[config.mk]
export PLATFORM = sky130hd
export DESIGN_NAME = seq_detector_prog
export DESIGN_NICKNAME = d
export VERILOG_FILES = /design/src/rtl/seq_detector_prog.sv
export SDC_FILE = /design/constraint.sdc
export NUM_CORES = 1
export LEC_CHECK = 0
export CAP_MARGIN = 20
export CORE_MARGIN = 8
export CORE_UTILIZATION = 55
export DETAILED_ROUTE_END_ITERATION = 16
export PLACE_DENSITY = 0.85
export SYNTH_ARGS = -nofsm -noshare
export SYNTH_HDL_FRONTEND = slang
export SYNTH_SLANG_ARGS = --single-unit
[constraint.sdc]
create_clock -name clk -period 4.8 [get_ports clk]
set_input_delay 0.96 -clock clk [delete_from_list [all_inputs] [get_ports clk]]
set_output_delay 0.96 -clock clk [all_outputs]
set_load 0.03 [all_outputs]
[src/rtl/seq_detector_prog.sv]
// rtl/seq_detector_prog.sv - programmable serial bit-sequence detector
// Loadable pattern of 1..MAX_LEN bits with overlap control and a saturating match counter.
module seq_detector_prog #(
  parameter int                 MAX_LEN         = 8,
  parameter logic [MAX_LEN-1:0] DEFAULT_PATTERN = 8'b0000_1101,
  parameter int                 DEFAULT_LEN     = 4,
  parameter bit                 DEFAULT_OVERLAP = 1'b1,
  parameter int                 CNT_W           = 16,
  localparam int                LEN_W           = $clog2(MAX_LEN + 1)
) (
  input  logic               clk,
  input  logic               rst,
  input  logic               in_valid,
  input  logic               in_bit,
  input  logic               cfg_we,
  input  logic [MAX_LEN-1:0] cfg_pattern,
  input  logic [LEN_W-1:0]   cfg_len,
  input  logic               cfg_overlap,
  input  logic               count_clr,
  output logic               match,
  output logic [CNT_W-1:0]   match_count
);

  localparam logic [LEN_W-1:0] MAX_LEN_L = LEN_W'(MAX_LEN);

  logic [MAX_LEN-1:0] pat_q, pat_d;
  logic [LEN_W-1:0]   len_q, len_d;
  logic               ovl_q, ovl_d;
  logic [MAX_LEN-1:0] hist_q, hist_d;
  logic [LEN_W-1:0]   fill_q, fill_d;
  logic               match_q, match_d;
  logic [CNT_W-1:0]   count_q, count_d;

  logic [MAX_LEN-1:0] hist_n;
  logic [LEN_W-1:0]   fill_n;
  logic [MAX_LEN-1:0] mask;
  logic               hit;

  always_comb begin
    pat_d   = pat_q;
    len_d   = len_q;
    ovl_d   = ovl_q;
    hist_d  = hist_q;
    fill_d  = fill_q;
    match_d = 1'b0;
    count_d = count_q;

    hist_n = {hist_q[MAX_LEN-2:0], in_bit};
    fill_n = (fill_q >= MAX_LEN_L) ? MAX_LEN_L : fill_q + 1'b1;
    // Only the low len_q bits of the history take part in the compare.
    for (int i = 0; i < MAX_LEN; i++) begin
      mask[i] = (LEN_W'(i) < len_q);
    end
    hit = in_valid && !cfg_we && (fill_n >= len_q) &&
          (((hist_n ^ pat_q) & mask) == '0);

    if (cfg_we) begin
      pat_d  = cfg_pattern;
      ovl_d  = cfg_overlap;
      hist_d = '0;
      fill_d = '0;
      if (cfg_len == '0) begin
        len_d = LEN_W'(1);
      end else if (cfg_len > MAX_LEN_L) begin
        len_d = MAX_LEN_L;
      end else begin
        len_d = cfg_len;
      end
    end else if (in_valid) begin
      hist_d  = hist_n;
      match_d = hit;
      fill_d  = (hit && !ovl_q) ? '0 : fill_n;
    end

    if (count_clr) begin
      count_d = '0;
    end else if (hit && (count_q != '1)) begin
      count_d = count_q + 1'b1;
    end
  end

  always_ff @(posedge clk) begin
    if (rst) begin
      pat_q   <= DEFAULT_PATTERN;
      len_q   <= LEN_W'(DEFAULT_LEN);
      ovl_q   <= DEFAULT_OVERLAP;
      hist_q  <= '0;
      fill_q  <= '0;
      match_q <= 1'b0;
      count_q <= '0;
    end else begin
      pat_q   <= pat_d;
      len_q   <= len_d;
      ovl_q   <= ovl_d;
      hist_q  <= hist_d;
      fill_q  <= fill_d;
      match_q <= match_d;
      count_q <= count_d;
    end
  end

  assign match       = match_q;
  assign match_count = count_q;

endmodule
Yosys cells after proc, flatten, opt, wreduce, memory -nomap -nowiden

Index checks and enable logic that the tools add are counted.

Flip-flop bits (word level): 41
Bits in latches: 0
RAM bits: 0
Memory bits (read-only): 0
Output and inout bits: 17
Memories kept: 0

$add $sub $neg: 2
$mul: 0
Div/mod/pow operators: 0
Magnitude comparators: 11
Equal/unequal tests: 1
Shift-type cells: 0
Mux-type cells: 4
Bitwise logic cells: 3
Reduce and logical (&&, ||, !) cells: 12

Operators by type and width:

| operator                | number |
|---|---|
| $add A16 B1 Y16 const B | 1 |
| $lt A3 B4 Y1 const A    | 4 |
| $mux W4                 | 4 |
| $ne A16 B16 Y1 const B  | 1 |
| $and A8 B8 Y8           | 1 |
| $logic_not A8 Y1        | 1 |
| $lt A1 B4 Y1 const A    | 2 |
| $lt A2 B4 Y1 const A    | 2 |
| $xor A8 B8 Y8           | 1 |
| $logic_and A1 B1 Y1     | 5 |
| $add A4 B1 Y4 const B   | 1 |
| $ge A4 B4 Y1            | 1 |
| $ge A4 B4 Y1 const B    | 1 |
| $gt A4 B4 Y1 const B    | 1 |
| $logic_not A4 Y1        | 1 |
| $reduce_or A2 Y1        | 2 |
| $reduce_or A3 Y1        | 1 |
| $logic_not A1 Y1        | 2 |
| $not A1 Y1              | 1 |

Logic depth before layout (Yosys ltp)

Word-level depth: 7
Depth in mapped cells: 11
Gate-level depth less buffers: 10

Worst setup path before layout

No wires, ideal clock.

Path type: input to register
Start: input cfg_we
End: register count_q[11] (netlist: match_count[11])
Library setup time: 0.070 ns
Arrival: 2.563 ns
Required time: 4.730 ns
Setup slack: 2.167 ns
Cell stages on the path: 8
Path buffers: 2
Path through: clkbuf_1 -> inv_1 -> o211a_1 -> nand4_1 -> or2_4 -> buf_6 -> or4_1 -> a21oi_1

Cells in the longest elaborated chain, start to end: 5

Ends and longest elaborated chain:

| what                              | line | text |
|---|---|---|
| start, declared                   | 15   | `input logic cfg_we,` |
| $logic_not A1 Y1                  | 54   | `hit = in_valid && !cfg_we && (fill_n >= len_q) &&` |
| $logic_and A1 B1 Y1 (3 in series) | 54   |  |
| $logic_and A1 B1 Y1               | 77   | `end else if (hit && (count_q != '1)) begin` |
| end signal, assigned              | 98   | `count_q <= count_d;` |
| end, declared                     | 32   | `logic [CNT_W-1:0] count_q, count_d;` |

No other way between the ends.
A chain may end at the register's enable or synchronous reset.

Final worst setup path

Start: input in_valid
End: register count_q[9] (netlist: match_count[9])

Cells in the longest elaborated chain, start to end: 4

Ends and longest elaborated chain:

| what                              | line | text |
|---|---|---|
| start, declared                   | 13   | `input logic in_valid,` |
| $logic_and A1 B1 Y1 (3 in series) | 54   |  |
| $logic_and A1 B1 Y1               | 77   |  |

No other way between the ends.

==> results.sh <==
export IMPL_routabilityCongestion=0.7455
export IMPL_grt_pass1_vias=1759
export IMPL_cts_hold_buffers=0
export IMPL_cts_tree="done"
export IMPL_ys_seq_elements=41
export IMPL_routed_wirelength_um=4540
export IMPL_synth_fa_ha_area_share_pct=4.255
export IMPL_route_vias_total=1836
export IMPL_port_buffers=35
export IMPL_critPathArrivalTime_ns=3.30
export IMPL_first_pass_iters=4
export IMPL_combPwrFrac_pct=8.5
export IMPL_floorplan_die_area_um2=5956
export IMPL_p_sw_share_pct=21.80
export IMPL_slew_headroom_pct=52.95
export IMPL_cts_resized=0
export IMPL_ys_warn_count=0
export IMPL_cp_start_kind="input pin"
export IMPL_io_pins=36
export IMPL_grt_ovfl_total=0
export IMPL_cts_buffers=5
export IMPL_criticalPathCategory="input pin to flip-flop"
export IMPL_fin_setup_tns_ns=0
export IMPL_power_internal_mw=0.5490
export IMPL_pwr_density_cell_nw_per_um2=278.7
export IMPL_avgSynthCellArea_um2=8.684
export IMPL_setup_viol=0
export IMPL_routed_wl_met2_um=2226
export IMPL_hold_viol_final=0
export IMPL_ys_seq_area_share_pct=39.88
export IMPL_wl_met3_um=236
export IMPL_die_h_um=77.18
export IMPL_utilization_pct=69.32
export IMPL_setup_ws_ns=1.733
export IMPL_maxClockFrequency_mhz=326.0
export IMPL_slew_violations=0
export IMPL_drv_cap=0
export IMPL_netlist_area_um2=2058
export IMPL_cts_path_max_buffers=2
export IMPL_dp_hpwl_um=3257
export IMPL_drive_above_1_share_pct=4.924
export IMPL_track_usage_pct=15.34
export IMPL_power_leakage_nw=0.9273
export IMPL_crit_path_end_kind="flip-flop"
export IMPL_dp_slack_ns=1.453
export IMPL_seqPwrFrac_pct=50.6
export IMPL_grt_max_degree=32
export IMPL_viasPerCell=5.885
export IMPL_finalCritPeriodShare_pct=63.90
export IMPL_antenna_found_initial=0
export IMPL_synth_simple_area_share_pct=23.28
export IMPL_synth_top_family_by_area="simple AND/OR/NAND/NOR gates"
export IMPL_slowest_stage="clkdlybuf4s50_1"
export IMPL_layout_nets=289
export IMPL_grt_pass1_wl_um=7748
export IMPL_switchingPower_mw=0.1530
export IMPL_start_util_pct=56.65
export IMPL_cts_root_buf="clkbuf_8"
export IMPL_synth_cell_type_count=41
export IMPL_diodes=0
export IMPL_drtIter0Drc=141
export IMPL_drc=0
export IMPL_ant_nets=0
export IMPL_worst_pin_slew_ns=0.6993
export IMPL_dieWidth_um=77.18
export IMPL_critPathMaxStageDelay_ns=0.88
export IMPL_wl_per_cell_um=14.55
export IMPL_clock_skew_ns=0.003534
export IMPL_highest_layer="met4"
export IMPL_syn_nets=263
export IMPL_cts_max_level=2
export IMPL_met1Wirelength_um=1981
export IMPL_synthXorXnorAreaFrac_pct=4.255
export IMPL_post_route_min_period_ns=3.067
export IMPL_critical_path_max_fanout=31
export IMPL_vdd_drop_max_v=0.0002414
export IMPL_min_path_type="flip-flop to flip-flop"
export IMPL_critical_path_required_ns=5.03
export IMPL_clkTransAtPathRegs_ns=0.08
export IMPL_muxShareOfSynthArea_pct=6.322
export IMPL_rows=22
export IMPL_rsz0062_at_grt="false"
export IMPL_fillers=297
export IMPL_cts_setup_buffers=0
export IMPL_cp_cell_sequence="clkdlybuf4s50_1 > o211a_1 > nand4_1 > or2_4 > or4_1 > a21oi_1"
export IMPL_clock_latency_ns=0.29
export IMPL_cts_num_sinks=41
export IMPL_syn2layout_area_growth_pct=22.37
export IMPL_p_clk_share_pct=41.0
export IMPL_core_um2=3633
export IMPL_synth_compound_area_share_pct=16.78
export IMPL_syn_inst=237
export IMPL_final_common_cell="dfxtp_1"
export IMPL_final_cell_mix="dfxtp_1, clkdlybuf4s50_1, nor2_1"
export IMPL_outcome="finished clean"
-- layer usage --
metal / vias to the layer above / track usage [%]
li1: 912 / -
met3: 11 / 4.662
met4: 0 / 6.792
met2: 44 / 25.95
met1: 869 / 17.24
met5: - / 0
-- flip-flops by register name (all words and copies together) (netlist names) --
register,count
match,1
fill_q,4
match_count,16
ovl_q,1
hist_q,7
pat_q,8
len_q,4
-- stage by stage --
stage | instance area (um2) | total power, mW | cells | hold slack [ns]
after global routing | 2519 | 0.7248 | 312 | 0.5420
after CTS | 2519 | 0.7046 | 312 | 0.4968
after floorplan | 2058 | 0.3984 | 237 | 0.4806
after global placement | 2402 | 0.4204 | 304 | 0.4759
final | 2519 | 0.7021 | 312 | 0.4958
after detailed placement | 2402 | 0.4217 | 304 | 0.4838
-- worst paths after layout --
path                                   endpoint  slack, ns            start  cells after the start
worst max register to register   match_count[9]       2.02        fill_q[0]                     10
worst max-delay path             match_count[9]       1.73         in_valid                      6
worst min register to register  match_count[12]       0.50  match_count[12]                      2
worst min-delay path            match_count[12]       0.50  match_count[12]                      2
-- layout make-up --
| cell class | count | area, um2 | share of cell area (%) |
|---|---|---|---|
| clock inverter | 1 | 30.03 | 1.192 |
| timing repair buffer | 36 | 357.8 | 14.21 |
| tap | 48 | 60.06 | 2.384 |
| inverter | 9 | 33.78 | 1.341 |
| clock buffer | 7 | 86.33 | 3.428 |
| multi-input combinational | 170 | 1130 | 44.86 |
| sequential | 41 | 820.8 | 32.59 |
-- synthesized netlist by cell type --
cell type	count	area share, %
o311ai_0	2	0.85
nor3_1	1	0.24
nand2_1	6	1.1
o32ai_1	2	0.85
or3_1	9	2.7
a21o_1	1	0.36
nand4_1	8	2.4
and3_1	1	0.30
xnor2_1	3	1.3
xor2_1	7	3.0
and2_1	3	0.91
and4_1	2	0.85
or4_1	6	2.2
clkbuf_1	11	2.0
nand4b_1	1	0.43
nor2_1	26	4.7
nor3b_1	1	0.36
dfxtp_1	41	40
nand2b_1	1	0.30
or2_2	3	0.91
a211o_1	4	1.7
o21ai_0	11	2.7
nand3_1	9	2.2
o31ai_1	7	2.6
a31o_2	1	0.43
nand3b_1	2	0.73
a21oi_1	17	4.1
nor2b_1	5	1.5
a222oi_1	1	0.49
o41ai_1	3	1.3
mux2i_1	13	6.3
a2111o_1	1	0.55
or2_4	1	0.43
o211a_1	1	0.49
buf_2	2	0.49
inv_1	9	1.6
buf_6	1	0.55
buf_1	3	0.55
a32oi_1	1	0.43
nor4_1	3	0.91
ha_1	7	4.3
-- power groups by stage --
| stage | logic [mW] | clock network, mW | registers [mW] |
|---|---|---|---|
| finish | 0.0596 | 0.287 | 0.355 |
| CTS | 0.0596 | 0.290 | 0.355 |
| detailed placement | 0.0589 | 0 | 0.363 |
| floorplan | 0.0385 | 0 | 0.360 |
| global placement | 0.0578 | 0 | 0.363 |
| global route | 0.0650 | 0.304 | 0.356 |
-- critical path: cells and delay by family --
| family | cells | cell delay (ns) |
|---|---|---|
| AND/OR/NAND/NOR | 3 | 1.06 |
| AO/OA/AOI/OAI | 2 | 0.39 |
| buffers and inverters | 1 | 0.88 |
-- cells by family (layout without fill, tap and decap cells) --
| logic type | after synthesis | in the layout |
|---|---|---|
| compound gates | 52 | 52 |
| xor+xnor | 10 | 10 |
| fa+ha+maj | 7 | 7 |
| buf+inv | 26 | 53 |
| flops | 41 | 41 |
| mux | 13 | 13 |
| simple gates | 88 | 88 |
No activity file was read; power rests on OpenSTA's default activity.
